===== config.mk =====
export PLATFORM = sky130hd
export DESIGN_NAME = regfile_wb_arbiter_flat
export DESIGN_NICKNAME = d
export VERILOG_FILES = /design/src/rtl/regfile_wb_arbiter_if.sv /design/src/rtl/regfile_wb_arbiter.sv /design/src/flat_wrapper.sv
export SDC_FILE = /design/constraint.sdc
export NUM_CORES = 1
export LEC_CHECK = 0
export CAP_MARGIN = 10
export CORE_MARGIN = 1
export CORE_UTILIZATION = 50
export CTS_CLUSTER_DIAMETER = 120
export DETAILED_ROUTE_END_ITERATION = 10
export GPL_ROUTABILITY_DRIVEN = 0
export GPL_TIMING_DRIVEN = 1
export PLACE_DENSITY = 0.78
export SETUP_SLACK_MARGIN = 0.1
export SKIP_CTS_REPAIR_TIMING = 1
export SLEW_MARGIN = 0
export SYNTH_ARGS = -nofsm -noshare
export SYNTH_HDL_FRONTEND = slang
export SYNTH_SLANG_ARGS = --single-unit
export TNS_END_PERCENT = 10

===== constraint.sdc =====
create_clock -name clk -period 5.2 [get_ports clk]
set_input_delay 1.56 -clock clk [delete_from_list [all_inputs] [get_ports clk]]
set_output_delay 1.56 -clock clk [all_outputs]
set_load 0.02 [all_outputs]

===== src/rtl/regfile_wb_arbiter_if.sv =====
// Writeback bus between the two writeback sources, the arbiter and the
// register-file / hazard logic.
interface regfile_wb_arbiter_if #(
    parameter int PTRW = 2
);
    logic            a_valid;
    logic [4:0]      a_rd;
    logic [31:0]     a_data;
    logic            b_valid;
    logic            b_ready;
    logic [4:0]      b_rd;
    logic [31:0]     b_data;
    logic            wr_valid;
    logic [4:0]      wr_rd;
    logic [31:0]     wr_data;
    logic [4:0]      chk_rs1;
    logic [4:0]      chk_rs2;
    logic            chk_rs1_pend;
    logic            chk_rs2_pend;
    logic [PTRW:0]   fifo_count;

    // Sources, regfile and hazard logic side
    modport master (
        output a_valid, a_rd, a_data, b_valid, b_rd, b_data, chk_rs1, chk_rs2,
        input  b_ready, wr_valid, wr_rd, wr_data, chk_rs1_pend, chk_rs2_pend, fifo_count
    );

    // Arbiter side
    modport slave (
        input  a_valid, a_rd, a_data, b_valid, b_rd, b_data, chk_rs1, chk_rs2,
        output b_ready, wr_valid, wr_rd, wr_data, chk_rs1_pend, chk_rs2_pend, fifo_count
    );
endinterface


===== src/rtl/regfile_wb_arbiter.sv =====
// Register-file write-port arbiter: pipeline writebacks (A) always win;
// load-unit writebacks (B) are buffered in a small FIFO and drained in idle
// cycles. Older queued B writes to a register overwritten by A are squashed.
module regfile_wb_arbiter #(
    parameter int DEPTH = 4,
    parameter int PTRW  = 2
) (
    input logic                 clk,
    input logic                 rst_n,
    regfile_wb_arbiter_if.slave bus
);
    logic [4:0]      ent_rd   [DEPTH];
    logic [31:0]     ent_data [DEPTH];
    logic [DEPTH-1:0] ent_vld;
    logic [PTRW-1:0] head;
    logic [PTRW-1:0] tail;
    logic [PTRW:0]   count;
    logic            b_fire;
    logic            enq;
    logic            pop;
    logic            a_squash;

    // Handshake and selection decode for this cycle
    always_comb begin
        b_fire   = bus.b_valid && bus.b_ready;
        enq      = b_fire && (bus.b_rd != '0);
        pop      = !bus.a_valid && (count != '0);
        a_squash = bus.a_valid && (bus.a_rd != '0);
    end

    assign bus.b_ready    = (count != (PTRW+1)'(DEPTH));
    assign bus.fifo_count = count;

    // FIFO pointers and occupancy
    always_ff @(posedge clk or negedge rst_n) begin
        if (!rst_n) begin
            head  <= '0;
            tail  <= '0;
            count <= '0;
        end else begin
            if (enq) tail <= tail + 1'b1;
            if (pop) head <= head + 1'b1;
            if (enq && !pop)      count <= count + 1'b1;
            else if (pop && !enq) count <= count - 1'b1;
        end
    end

    // Entry valid bits: squash first so a same-cycle enqueue (younger) wins
    always_ff @(posedge clk or negedge rst_n) begin
        if (!rst_n) begin
            ent_vld <= '0;
        end else begin
            for (int unsigned i = 0; i < DEPTH; i++) begin
                if (a_squash && ent_rd[i] == bus.a_rd) ent_vld[i] <= 1'b0;
                if (pop && head == PTRW'(i))            ent_vld[i] <= 1'b0;
                if (enq && tail == PTRW'(i))            ent_vld[i] <= 1'b1;
            end
        end
    end

    // Entry payload storage
    always_ff @(posedge clk) begin
        if (enq) begin
            ent_rd[tail]   <= bus.b_rd;
            ent_data[tail] <= bus.b_data;
        end
    end

    // Registered write port toward the register file
    always_ff @(posedge clk or negedge rst_n) begin
        if (!rst_n) begin
            bus.wr_valid <= 1'b0;
            bus.wr_rd    <= '0;
            bus.wr_data  <= '0;
        end else if (bus.a_valid) begin
            bus.wr_valid <= 1'b1;
            bus.wr_rd    <= bus.a_rd;
            bus.wr_data  <= bus.a_data;
        end else if (pop) begin
            bus.wr_valid <= ent_vld[head];
            if (ent_vld[head]) begin
                bus.wr_rd   <= ent_rd[head];
                bus.wr_data <= ent_data[head];
            end
        end else begin
            bus.wr_valid <= 1'b0;
        end
    end

    // Pending flags: queued valid entries plus the write in the output stage
    always_comb begin
        logic hit1;
        logic hit2;
        hit1 = bus.wr_valid && (bus.wr_rd == bus.chk_rs1);
        hit2 = bus.wr_valid && (bus.wr_rd == bus.chk_rs2);
        for (int unsigned i = 0; i < DEPTH; i++) begin
            if (ent_vld[i] && ent_rd[i] == bus.chk_rs1) hit1 = 1'b1;
            if (ent_vld[i] && ent_rd[i] == bus.chk_rs2) hit2 = 1'b1;
        end
        bus.chk_rs1_pend = (bus.chk_rs1 != '0) && hit1;
        bus.chk_rs2_pend = (bus.chk_rs2 != '0) && hit2;
    end
endmodule


===== src/flat_wrapper.sv =====
// flat-port wrapper written by rule: the top's interface ports become plain ports
module regfile_wb_arbiter_flat 
#(
    parameter int DEPTH = 4,
    parameter int PTRW  = 2
)
  (clk, rst_n, bus_a_valid, bus_a_rd, bus_a_data, bus_b_valid, bus_b_rd, bus_b_data, bus_chk_rs1, bus_chk_rs2, bus_b_ready, bus_wr_valid, bus_wr_rd, bus_wr_data, bus_chk_rs1_pend, bus_chk_rs2_pend, bus_fifo_count);
  regfile_wb_arbiter_if #(.PTRW(PTRW)) bus_i ();
  input logic clk;
  input logic rst_n;
  input wire logic [$bits(bus_i.a_valid)-1:0] bus_a_valid;
  input wire logic [$bits(bus_i.a_rd)-1:0] bus_a_rd;
  input wire logic [$bits(bus_i.a_data)-1:0] bus_a_data;
  input wire logic [$bits(bus_i.b_valid)-1:0] bus_b_valid;
  input wire logic [$bits(bus_i.b_rd)-1:0] bus_b_rd;
  input wire logic [$bits(bus_i.b_data)-1:0] bus_b_data;
  input wire logic [$bits(bus_i.chk_rs1)-1:0] bus_chk_rs1;
  input wire logic [$bits(bus_i.chk_rs2)-1:0] bus_chk_rs2;
  output wire logic [$bits(bus_i.b_ready)-1:0] bus_b_ready;
  output wire logic [$bits(bus_i.wr_valid)-1:0] bus_wr_valid;
  output wire logic [$bits(bus_i.wr_rd)-1:0] bus_wr_rd;
  output wire logic [$bits(bus_i.wr_data)-1:0] bus_wr_data;
  output wire logic [$bits(bus_i.chk_rs1_pend)-1:0] bus_chk_rs1_pend;
  output wire logic [$bits(bus_i.chk_rs2_pend)-1:0] bus_chk_rs2_pend;
  output wire logic [$bits(bus_i.fifo_count)-1:0] bus_fifo_count;
  assign bus_i.a_valid = bus_a_valid;
  assign bus_i.a_rd = bus_a_rd;
  assign bus_i.a_data = bus_a_data;
  assign bus_i.b_valid = bus_b_valid;
  assign bus_i.b_rd = bus_b_rd;
  assign bus_i.b_data = bus_b_data;
  assign bus_i.chk_rs1 = bus_chk_rs1;
  assign bus_i.chk_rs2 = bus_chk_rs2;
  assign bus_b_ready = bus_i.b_ready;
  assign bus_wr_valid = bus_i.wr_valid;
  assign bus_wr_rd = bus_i.wr_rd;
  assign bus_wr_data = bus_i.wr_data;
  assign bus_chk_rs1_pend = bus_i.chk_rs1_pend;
  assign bus_chk_rs2_pend = bus_i.chk_rs2_pend;
  assign bus_fifo_count = bus_i.fifo_count;
  regfile_wb_arbiter #(.DEPTH(DEPTH), .PTRW(PTRW)) u_core (.clk(clk), .rst_n(rst_n), .bus(bus_i));
endmodule

# --- Word level (Yosys, flattened, before mapping) ---
# Memories as Yosys holds them, arrays and structs flattened.
# Cells that the tools add are included.
classes:
  n_addsub: 4
  eq_ne: 21
  magnitude_cmp: 1
  mux: 34
  n_reduce_logical: 48
ops:
  columns: ["cell", "count"]
  rows:
  - ["two-way mux 32 bit", 3]
  - ["equality test 5 bit", 14]
  - ["logical AND 1 bit", 30]
  - ["two-way mux 1 bit", 25]
  - ["nonzero test 5 bit", 4]
  - ["two-way mux 5 bit", 3]
  - ["nonzero test 3 bit", 5]
  - ["equality test 2 bit (second input constant)", 4]
  - ["two-way mux 3 bit", 2]
  - ["nonzero test 2 bit", 3]
  - ["adder 2 x 1 -> 2 bit (second input constant)", 2]
  - ["equality test 2 x 1 -> 1 bit (second input constant)", 2]
  - ["logical NOT 2 bit", 2]
  - ["adder 3 x 1 -> 3 bit (second input constant)", 1]
  - ["logical NOT 1 bit", 3]
  - ["< comparator 2 x 3 -> 1 bit (second input constant)", 1]
  - ["!= test 3 bit (second input constant)", 1]
  - ["subtractor 3 x 1 -> 3 bit (second input constant)", 1]
  - ["binary-select mux 1 bit (select 2 bit)", 1]
  - ["AND reduction 2 bit", 1]
totals:
  out_inout_bits: 44
  mem_bits_rw: 148
  register_bits: 49
  n_memories: 2
  word_cells: 120
memory_table:
  columns: ["name", "words", "width", "read_ports", "rd_clocked_by_memory_dff", "wr", "line_no", "text"]
  rows:
  - ["u_core.ent_data", 4, 32, 1, 0, 1, "regfile_wb_arbiter.sv:13", "logic [31:0] ent_data [DEPTH];"]
  - ["u_core.ent_rd", 4, 5, 5, 0, 1, "regfile_wb_arbiter.sv:12", "logic [4:0] ent_rd [DEPTH];"]

# --- Logic depth before layout (Yosys ltp) ---
depth:
  ltp_word: 7
  depth_mapped: 11

# --- Worst setup path before layout ---
# Ideal clock, no wire load.
synth_path:
  path_type: "input-to-output"
  startpoint: "in bus_chk_rs2[3]"
  endpoint: "out bus_chk_rs2_pend"
  t_arrival_ps: 2594
  path_stages: 6
  slack_ps: 1046
  n_path_buf: 1
  t_required_ps: 3640
  cell_sequence: "clkbuf_1 xor2_1 nor4_1 nand3_1 nand3_1 o22a_1"
synth_between:
  elab_chain_len: 7
synth_lines:
  columns: ["item", "line_no", "text"]
  rows:
  - ["from (decl)", "flat_wrapper.sv:18", "input wire logic [$bits(bus_i.chk_rs2)-1:0] bus_chk_rs2;"]
  - ["equality test 5 bit (on tied branches)", "regfile_wb_arbiter.sv:95, regfile_wb_arbiter.sv:98", null]
  - ["logical AND 1 bit (on tied branches)", "regfile_wb_arbiter.sv:95, regfile_wb_arbiter.sv:98", null]
  - ["two-way mux 1 bit (4 in a row)", "regfile_wb_arbiter.sv:98", "if (ent_vld[i] && ent_rd[i] == bus.chk_rs2) hit2 = 1'b1;"]
  - ["logical AND 1 bit (*)", "regfile_wb_arbiter.sv:101", "bus.chk_rs2_pend = (bus.chk_rs2 != '0) && hit2;"]
  - ["to (decl)", "flat_wrapper.sv:24", "output wire logic [$bits(bus_i.chk_rs2_pend)-1:0] bus_chk_rs2_pend;"]
# Mark *: on every way between the ends. The rest lies on a longest branch, timed or not.

# --- Worst setup path after layout ---
layout_path:
  startpoint: "in bus_chk_rs1[0]"
  endpoint: "out bus_chk_rs1_pend"
layout_between:
  elab_chain_len: 7
layout_lines:
  columns: ["item", "line_no", "text"]
  rows:
  - ["from (decl)", "flat_wrapper.sv:17", "input wire logic [$bits(bus_i.chk_rs1)-1:0] bus_chk_rs1;"]
  - ["equality test 5 bit (on tied branches)", "regfile_wb_arbiter.sv:94, regfile_wb_arbiter.sv:97", null]
  - ["logical AND 1 bit (on tied branches)", "regfile_wb_arbiter.sv:94, regfile_wb_arbiter.sv:97", null]
  - ["two-way mux 1 bit (4 in a row)", "regfile_wb_arbiter.sv:97", "if (ent_vld[i] && ent_rd[i] == bus.chk_rs1) hit1 = 1'b1;"]
  - ["logical AND 1 bit (*)", "regfile_wb_arbiter.sv:100", "bus.chk_rs1_pend = (bus.chk_rs1 != '0) && hit1;"]
  - ["to (decl)", "flat_wrapper.sv:23", "output wire logic [$bits(bus_i.chk_rs1_pend)-1:0] bus_chk_rs1_pend;"]
# Marked as above.

==> results.yml <==
logic_synthesis:
  synth-seq-cells: 197
  synth_area_um2: 8580
  synth_top_family_by_area: "multiplexers"
  synth_mux_area_share_pct: 14.0
  synth_edf_count: 148
  synth_nets: 638
  synthArstFlopShare_pct: 24.9
  ys_seq_area_share_pct: 66.1
  synthFlopType: "edfxtp_1"
  yosysUniqueCellTypes: 30
  ys_warn_count: 0
  post_synth_xor_area_fraction_pct: 7.66
  synthAdderAreaFrac_pct: 1.55
  synthSimpleGateAreaFrac_pct: 5.12
  synth_compound_area_share_pct: 3.18
  syn_inst: 540
  avgSynthCellArea_um2: 15.9
sta:
  clock_skew_ps: 9.72
  hold_violations: 0
  finalMaxSlewViolations: 0
  setup_ws_ps: -9.99
  post-route-period-util_pct: 100
  tightest_slew_ps: 1060
  rsz0062_at_grt: "yes"
  setup_viol: 1
  relSlewSlack_pct: 29.5
  period_needed_ps: 5210
  fmax_mhz: 192
global_routing:
  grt_start_max_net_pins: 50
  grt_pass1_wl_um: 29200
  grt_pass1_vias: 5419
  grt-ovfl-total: 0
  antenna_found_initial: 0
  grt_use_total_pct: 22.3
worst_setup_path:
  critical_path.most_common_cell: "clkdlybuf4s50_1"
  path_cells: "clkdlybuf4s50_1, xor2_1, nor4_2, nand3_1, nand2_1, o22a_1, clkdlybuf4s50_1"
  crit_family: "buffers and inverters"
  r2r_cells: 6
  required_ps: 3640
  worst_setup_path_end_kind: "output port"
  path_depth: 7
  cp_max_fo: 5
  worstPathArrival_ps: 3650
  slowest_delay_ps: 610
  start_kind: "primary input"
  crit_buf_inv: 2
  crit_type: "primary input to output port"
  cpMaxStageDelayCell: "clkdlybuf4s50_1"
routing:
  viasPerCell: 5.57
  totalWireLength_um: 18500
  via_count: 4999
  ant_nets: 0
  drtPass1Iterations: 5
  remaining_drc_errors: 0
  drtIter0Drc: 299
  avgRoutedWirePerCell_um: 20.6
cts:
  cts-root-buf: "clkbuf_16"
  numClockSinks: 197
  clk_pin_slew_ps: 70
  clock_latency_ps: 420
  htree_num_levels: 4
  cts_buffers: 17
  cts.path.max_buffers: 2
  cts_tree: "done"
cells_and_area:
  drive_above_1_share_pct: 13.9
  antenna_cells: 0
  regArea_um2: 5670
  fillers: 1190
  final_util_pct: 64.7
  syn_to_final_growth_pct: 25.4
  multi_input_area_um2: 2730
  fin_nets: 763
  stdcell_count: 897
die:
  start_util_pct: 51.6
  pin_count: 132
  die-area_um2: 17700
  core_area_um2: 16600
  dieHeight_um: 133
  die_w_um: 133
  rows: 47
min_path:
  min_path_type: "flip-flop to flip-flop"
  min_path_cells: 2
job:
  cap_violations: 0
pwr:
  ir_drop_uv: 341
  p_leak_uw: 0.00391
  p_per_area_nw_per_um2: 536
placed_design:
  dp_cells: 866
  port_buffers: 131
  dp_hpwl_um: 12100
run_status:
  violations: "setup timing"
  outcome: "finished, violations left"
## worst min-delay path, delay by kind of cell (launching register included)
kind	cells	cell delay [ps]
AO/OA/AOI/OAI	1	60
flip-flops	1	340
AND/OR/NAND/NOR	1	50
## cell families (layout without fill, tap and decap cells)
logic type,count (synthesis),count (layout)
flops,197,197
simple gates,95,95
fa+ha+maj,10,10
xor+xnor,75,75
mux,72,72
compound gates,47,47
buf+inv,44,181
## cell usage after synthesis (6+ instances only)
cell      instances  area, um2
mux4_2           38        856
mux2i_1          32        320
buf_4            10       75.1
edfxtp_1        148       4440
nand3_1          16       80.1
nor4_1           14       87.6
nand2_1          42        158
o21ai_0          26        130
inv_1             7       26.3
dfrtp_1          49       1230
xor2_1           54        473
nor2_1           13       48.8
xnor2_1          21        184
buf_2             6       30.0
o21ai_1           7       35.0
ha_1              9        113
clkbuf_1         18       67.6
## state kept, by name (all words and copies together), names as in the netlist
signal / cells
u_core.tail: 2
u_core.ent_data: 128
u_core.bus.wr_data: 32
u_core.bus.wr_rd: 5
u_core.head: 2
u_core.ent_rd: 20
u_core.bus.wr_valid: 1
u_core.ent_vld: 4
u_core.bus.fifo_count: 3
## area by class of cell
cell class / instances / share of cell area (%)
Multi-Input combinational cell: 299 / 25.4
Tap cell: 220 / 2.56
Clock buffer: 18 / 4.08
Sequential cell: 197 / 52.7
Clock inverter: 13 / 1.59
Timing Repair Buffer: 142 / 13.4
Inverter: 8 / 0.279
## power by group
part	internal, uW	switching, uW	leakage (uW)
clock network	776	563	0.000294
logic	968	1010	0.00168
registers	2150	305	0.00193
## per-stage QoR
stage,power (uW),worst slack [ps],hold slack [ps],TNS (ps),instance area (um2)
6_report,5770,-9.99,478,-9.99,10800
5_1_grt,6060,-103,522,-103,10800
4_1_cts,5820,-18.5,484,-18.5,10700
3_5_place_dp,4470,-5.11,471,-5.11,10100
3_3_place_gp,4390,77.8,463,0,10100
2_1_floorplan,3670,1050,531,0,8580
## worst paths after layout
check | slack [ps] | endpoint | from
worst max-delay path | -10 | bus_chk_rs1_pend | bus_chk_rs1[0]
worst min-delay path | 480 | u_core.bus.wr_data[18] | u_core.bus.wr_data[18]
worst max register to register | 2510 | u_core.ent_data[3][20] | u_core.bus.fifo_count[0]
worst min register to register | 480 | u_core.bus.wr_data[18] | u_core.bus.wr_data[18]
max in group asynchronous | 3380 | u_core.head[1] | rst_n
min in group asynchronous | 1290 | u_core.bus.wr_valid | rst_n
## routing by layer
layer | up-vias | GRT usage [%] | part of all wire, % | routed length, um
met2 | 202 | 37.0 | 51 | 9360
met1 | 2489 | 28.2 | 41 | 7580
met5 | - | 0 | 0 | 0
li1 | 2271 | - | - | -
met3 | 37 | 5.67 | 6.1 | 1120
met4 | 0 | 8.88 | 2.2 | 403
## cell usage in the layout, fill, tap and decap left out, types with 2 or more instances in the layout
master	count
clkinvlp_4	2
dlymetal6s2s_1	8
bufinv_16	3
nor2_1	13
mux2_2	2
o22ai_1	5
inv_1	6
xnor2_1	21
mux2i_1	32
mux4_2	38
dfrtp_2	2
or4_1	3
nand2_1	42
o21ai_0	26
nor4_2	2
ha_1	9
o21ai_1	7
dfrtp_1	47
inv_6	2
xor2_1	54
inv_2	2
o22a_1	2
clkdlybuf4s50_1	122
buf_4	8
inv_8	2
buf_12	3
nand3_1	16
clkinv_4	2
clkbuf_16	17
a32o_1	4
nor4_1	12
edfxtp_1	148
and2_2	4
Note: power is estimated with default switching activity, not from simulation.
==> RTL change 1, RTL diff (same flow settings) <==
`PTRW` is set to 2 in 3 places; all go to 4.
--- a/src/rtl/regfile_wb_arbiter_if.sv
+++ b/src/rtl/regfile_wb_arbiter_if.sv
@@ -3,3 +3,3 @@
 interface regfile_wb_arbiter_if #(
-    parameter int PTRW = 2
+    parameter int PTRW = 4
 );
--- a/src/rtl/regfile_wb_arbiter.sv
+++ b/src/rtl/regfile_wb_arbiter.sv
@@ -5,3 +5,3 @@
     parameter int DEPTH = 4,
-    parameter int PTRW  = 2
+    parameter int PTRW  = 4
 ) (
--- a/src/flat_wrapper.sv
+++ b/src/flat_wrapper.sv
@@ -4,3 +4,3 @@
     parameter int DEPTH = 4,
-    parameter int PTRW  = 2
+    parameter int PTRW  = 4
 )
Interface: changed (resized bus_fifo_count); port bits go from 132 to 134. The function was not compared with the original's and may differ.
==> RTL change 1 against the unedited design <==
  * Wire length increased by 3.6%
  * Synthesized area increased by 4.4%
  * Design area increased by 3.4%
  * Worst setup slack improved by 0.088 ns
  * Total power increased by 5.8%
  * Sequential cell count increased by 6
  * Worst hold slack improved by 0.015 ns
  * Critical path depth unchanged
  * Critical endpoint is now bus_chk_rs2_pend
  * Largest power group unchanged
==> RTL change 1: results (changes against the unedited design) <==
| Metric | Value |
|---|---|
| Worst EP arrival | `3.56 ns (-0.09 ns)` |
| Number of enable flip-flop cells after synthesis | `148 (unchanged)` |
| Max-Slew Margin vs Limit | `0.298 (+0.00257)` |
| Largest net degree at the start of global routing | `77 (+54%)` |
| Ys async rst share | `0.271 (+0.0222)` |
| First-pass GRT wire length | `30300 um (+3.9%)` |
| Metal3 WL | `1060 um (-5.8%)` |
| Clock Latency Late Sink | `0.48 ns (+0.06 ns)` |
| CP Max Fanout | `4 (-1)` |
| Slowest-stage cell, CP | `clkdlybuf4s50_1` |
| DRT iter0 DRCs | `293 (-2.0%)` |
| Gr usage total | `0.217 (-0.00661)` |
| WL/cell | `20.4 um (-0.83%)` |
| Top post-synthesis cells by area | `edfxtp_1 (50%), dfrtp_1 (15%), mux4_2 (9.6%)` |
| Wl on met1 | `7530 um (-0.62%)` |
| Switch share | `0.322 (-0.00304)` |
| Cts bufs inserted | `21 (+4)` |
| DR pass1 iterations | `4 (-1)` |
| Die W | `136 um (+2.1%)` |
| HP Class | `reg2reg` |
| Grt met2 use | `0.376 (+0.00615)` |
| Sequential fraction of the synthesis area | `0.650 (-0.0110)` |
| Met3 GRT Util | `0.0328 (-0.0239)` |
| Distinct cells, synth | `38 (+27%)` |
| Clock Path Buffers | `3 (+1)` |
| Met2 WL | `10100 um (+8.0%)` |
| H-tree Lvls | `1 (-3)` |
| Commonest cells post-synth | `edfxtp_1 (148), xor2_1 (56), dfrtp_1 (55)` |
| Ratio of cells with drive above 1 in the final layout | `0.122 (-0.0167)` |
| Vias per std cell | `5.63 (+1.0%)` |
| Status | `complete, no violations` |
| Top layer in use | `met4` |
| Skew final | `0.00964 ns (-0.0000788 ns)` |
| Syn nets | `673 (+5.5%)` |
| Leakage power | `4.19 nW (+7.4%)` |
| Worst vdd ir | `307 uV (-9.9%)` |
| GRT met1 Usage | `0.282 (-0.000824)` |
| IO Port Bufs | `133 (+1.5%)` |
| Post-DP HPWL | `12800 um (+5.6%)` |
| Vias in the first global route | `5614 (+3.6%)` |
| Antenna violations before repair | `0 (unchanged)` |
==> RTL change 1: cell count changes in the layout (fill, tap and decap cells not counted), sizes merged, moves of 4 or more <==
cell    before  now
inv         12    8
mux2i       32   37
clkbuf      18   31
o21ai       34   44
nor3         1    5
nand2       42   50
nor2        13    2
o22ai        5    0
dfrtp       49   55
nand3       16   12
nand4        0    6
==> RTL change 1: worst register-to-register path: stages, from the launching register on <==
cell	delay [ns]
dfrtp_1	0.44
or4_4	0.58
nor2_1	0.20
nor2_2	0.09
inv_1	0.13
ha_1	0.26
inv_1	0.11
ha_1	0.33
nor2b_1	0.15
o21a_1	0.18
or3_1	0.30
a21oi_1	0.18
xor2_1	0.15
==> RTL change 1: area by class of cell <==
type / instances / area, um2
clock buffer: 31 / 593
clock inverter: 6 / 80.1
fill: 1241 / 6290
inverter: 8 / 30.0
multi-input combinational: 323 / 2910
sequential: 203 / 5820
tap: 225 / 282
timing repair buffer: 141 / 1400
==> RTL change 1: cells by family after synthesis <==
logic type	share of synthesized area
fa+ha+maj	0.0190
compound gates	0.0370
mux	0.137
flops	0.650
buf+inv	0.0254
simple gates	0.0536
xor+xnor	0.0782
==> RTL change 1: path summary, 6_finish.rpt <==
check                      slack (ns)                              endpoint  cells past startpoint                                 start
max                              0.08                      bus_chk_rs2_pend                      7                        bus_chk_rs2[0]
min in group asynchronous        0.98    u_core.bus.wr_data[27]$_DFFE_PN0P_                      1                                 rst_n
min                              0.49            u_core.tail[3]$_DFFE_PN0P_                      1            u_core.tail[3]$_DFFE_PN0P_
min reg2reg                      0.49            u_core.tail[3]$_DFFE_PN0P_                      1            u_core.tail[3]$_DFFE_PN0P_
max in group asynchronous        3.28            u_core.head[1]$_DFFE_PN0P_                      2                                 rst_n
max reg2reg                      2.05  u_core.bus.fifo_count[4]$_DFFE_PN0P_                     12  u_core.bus.fifo_count[1]$_DFFE_PN0P_
==> RTL change 1: metrics by stage <==
step	setup slack (ns)	util	hold slack (ns)	area, um2	std cells
after global routing	0.0478	0.639	0.517	11100	937
after detailed placement	-0.0303	0.599	0.479	10400	900
after global placement	0.0974	0.599	0.462	10400	900
final	0.0781	0.639	0.493	11100	937
after CTS	-0.0442	0.638	0.491	11100	937
after floorplan	1.04	-	0.447	8960	572
==> RTL change 1: power groups by stage <==
stage	sequential [mW]	clock, mW	combinational (mW)
global route	2.56	1.54	2.31
CTS	2.52	1.49	2.17
floorplan	2.58	0	1.41
global placement	2.51	0	2.09
finish	2.52	1.46	2.13
detailed placement	2.55	0	2.15
==> RTL change 2, RTL diff (same flow settings) <==
Without the edit above. Reset style: synchronous (`rst_n`), changed in 3 clocked blocks.
--- a/src/rtl/regfile_wb_arbiter.sv
+++ b/src/rtl/regfile_wb_arbiter.sv
@@ -34,3 +34,3 @@
     // FIFO pointers and occupancy
-    always_ff @(posedge clk or negedge rst_n) begin
+    always_ff @(posedge clk) begin
         if (!rst_n) begin
@@ -48,3 +48,3 @@
     // Entry valid bits: squash first so a same-cycle enqueue (younger) wins
-    always_ff @(posedge clk or negedge rst_n) begin
+    always_ff @(posedge clk) begin
         if (!rst_n) begin
@@ -69,3 +69,3 @@
     // Registered write port toward the register file
-    always_ff @(posedge clk or negedge rst_n) begin
+    always_ff @(posedge clk) begin
         if (!rst_n) begin
Function: differs if rst_n is asserted again (counterexample within 4 cycles, from zero or initial values and one cycle with rst_n low); with rst_n held inactive, the same outputs for 4 cycles.
==> RTL change 2 against the unedited design <==
  * Total power is 22% lower
  * Design area is 1.7% lower
  * Worst setup slack better by 0.13 ns
  * Sequential cell count is 2 higher
  * Largest cell class unchanged
  * Sequential share of layout area is 1.0 points lower
  * Cell count is 0.33% higher
  * Wire length is 0.61% lower
  * Synthesized area hardly changed
==> RTL change 2: results (changes against the unedited design) <==
| Metric | Value |
|---|---|
| Leakage power | `3.74 nW (-4.3%)` |
| First-pass GRT wire length | `28900 um (-0.90%)` |
| Distinct cells, synth | `37 (+23%)` |
| Status | `complete, no violations` |
| Cell-internal power | `3.20 mW (-18%)` |
| Commonest cells post-synth | `edfxtp_1 (148), xor2_1 (58), dfxtp_1 (51)` |
| Metal3 WL | `1030 um (-8.6%)` |
| Placed instance area | `9940 um2 (-1.8%)` |
| Gr usage total | `0.219 (-0.00451)` |
| WL/cell | `20.4 um (-0.94%)` |
| Sink of the worst hold path | `u_core.bus.wr_data[9]$_SDFFE_PN0P_` |
| Post-DP HPWL | `11900 um (-1.3%)` |
| Top post-synthesis cells by area | `edfxtp_1 (52%), dfxtp_1 (12%), mux4_2 (10%)` |
| Fillers | `1204 (+1.2%)` |
| DR pass1 iterations | `4 (-1)` |
| Worst vdd ir | `248 uV (-27%)` |
| Worst R2R Setup Slack | `2.66 ns (+0.15 ns)` |
| Wl on met1 | `7340 um (-3.1%)` |
| Starting Density | `0.514 (-0.00159)` |
| GRT met1 Usage | `0.264 (-0.0183)` |
| Skew final | `0.0137 ns (+0.00401 ns)` |
| Dpl ws | `-0.0204 ns (-0.0153 ns)` |
| DRT iter0 DRCs | `313 (+4.7%)` |
| Switch share | `0.289 (-0.0362)` |
| Hold path start | `u_core.bus.wr_data[9]$_SDFFE_PN0P_` |
| Placed Instances | `867 (+0.12%)` |
| Combinational power share | `0.251 (-0.091)` |
| Vias in the first global route | `5352 (-1.2%)` |
| Critical R2R Launch | `u_core.bus.fifo_count[0]$_SDFFE_PN0P_` |
| Met3 GRT Util | `0.0502 (-0.00651)` |
| Worst EP arrival | `3.52 ns (-0.13 ns)` |
RTL change 2: cell count changes after synthesis, moves of 5 or more:
cell	delta
dfxtp_1	+51
dfrtp_1	-49
a21oi_1	+35
nand2_1	-32
nor2_1	-12
buf_6	+8
mux2i_1	+8
o21ai_1	+5
o22ai_1	-5
xnor2_1	-5
RTL change 2: logic make-up after synthesis:
kind of cell             Yosys count  synth area share
flip-flops                       199             0.637
AO/OA/AOI/OAI                     88            0.0563
multiplexers                      78             0.146
XOR/XNOR                          74            0.0755
AND/OR/NAND/NOR                   55            0.0369
buffers and inverters             51            0.0329
adder cells (fa/ha/maj)           10            0.0154
RTL change 2: cell type report:
cell class                 instances  area (um2)  share of cell area
sequential                       199        5470               0.517
multi-input combinational        305        2840               0.268
timing repair buffer             135        1370               0.129
clock buffer                      20         489              0.0463
tap                              220         275              0.0260
clock inverter                    12         108              0.0102
inverter                           9        33.8             0.00319
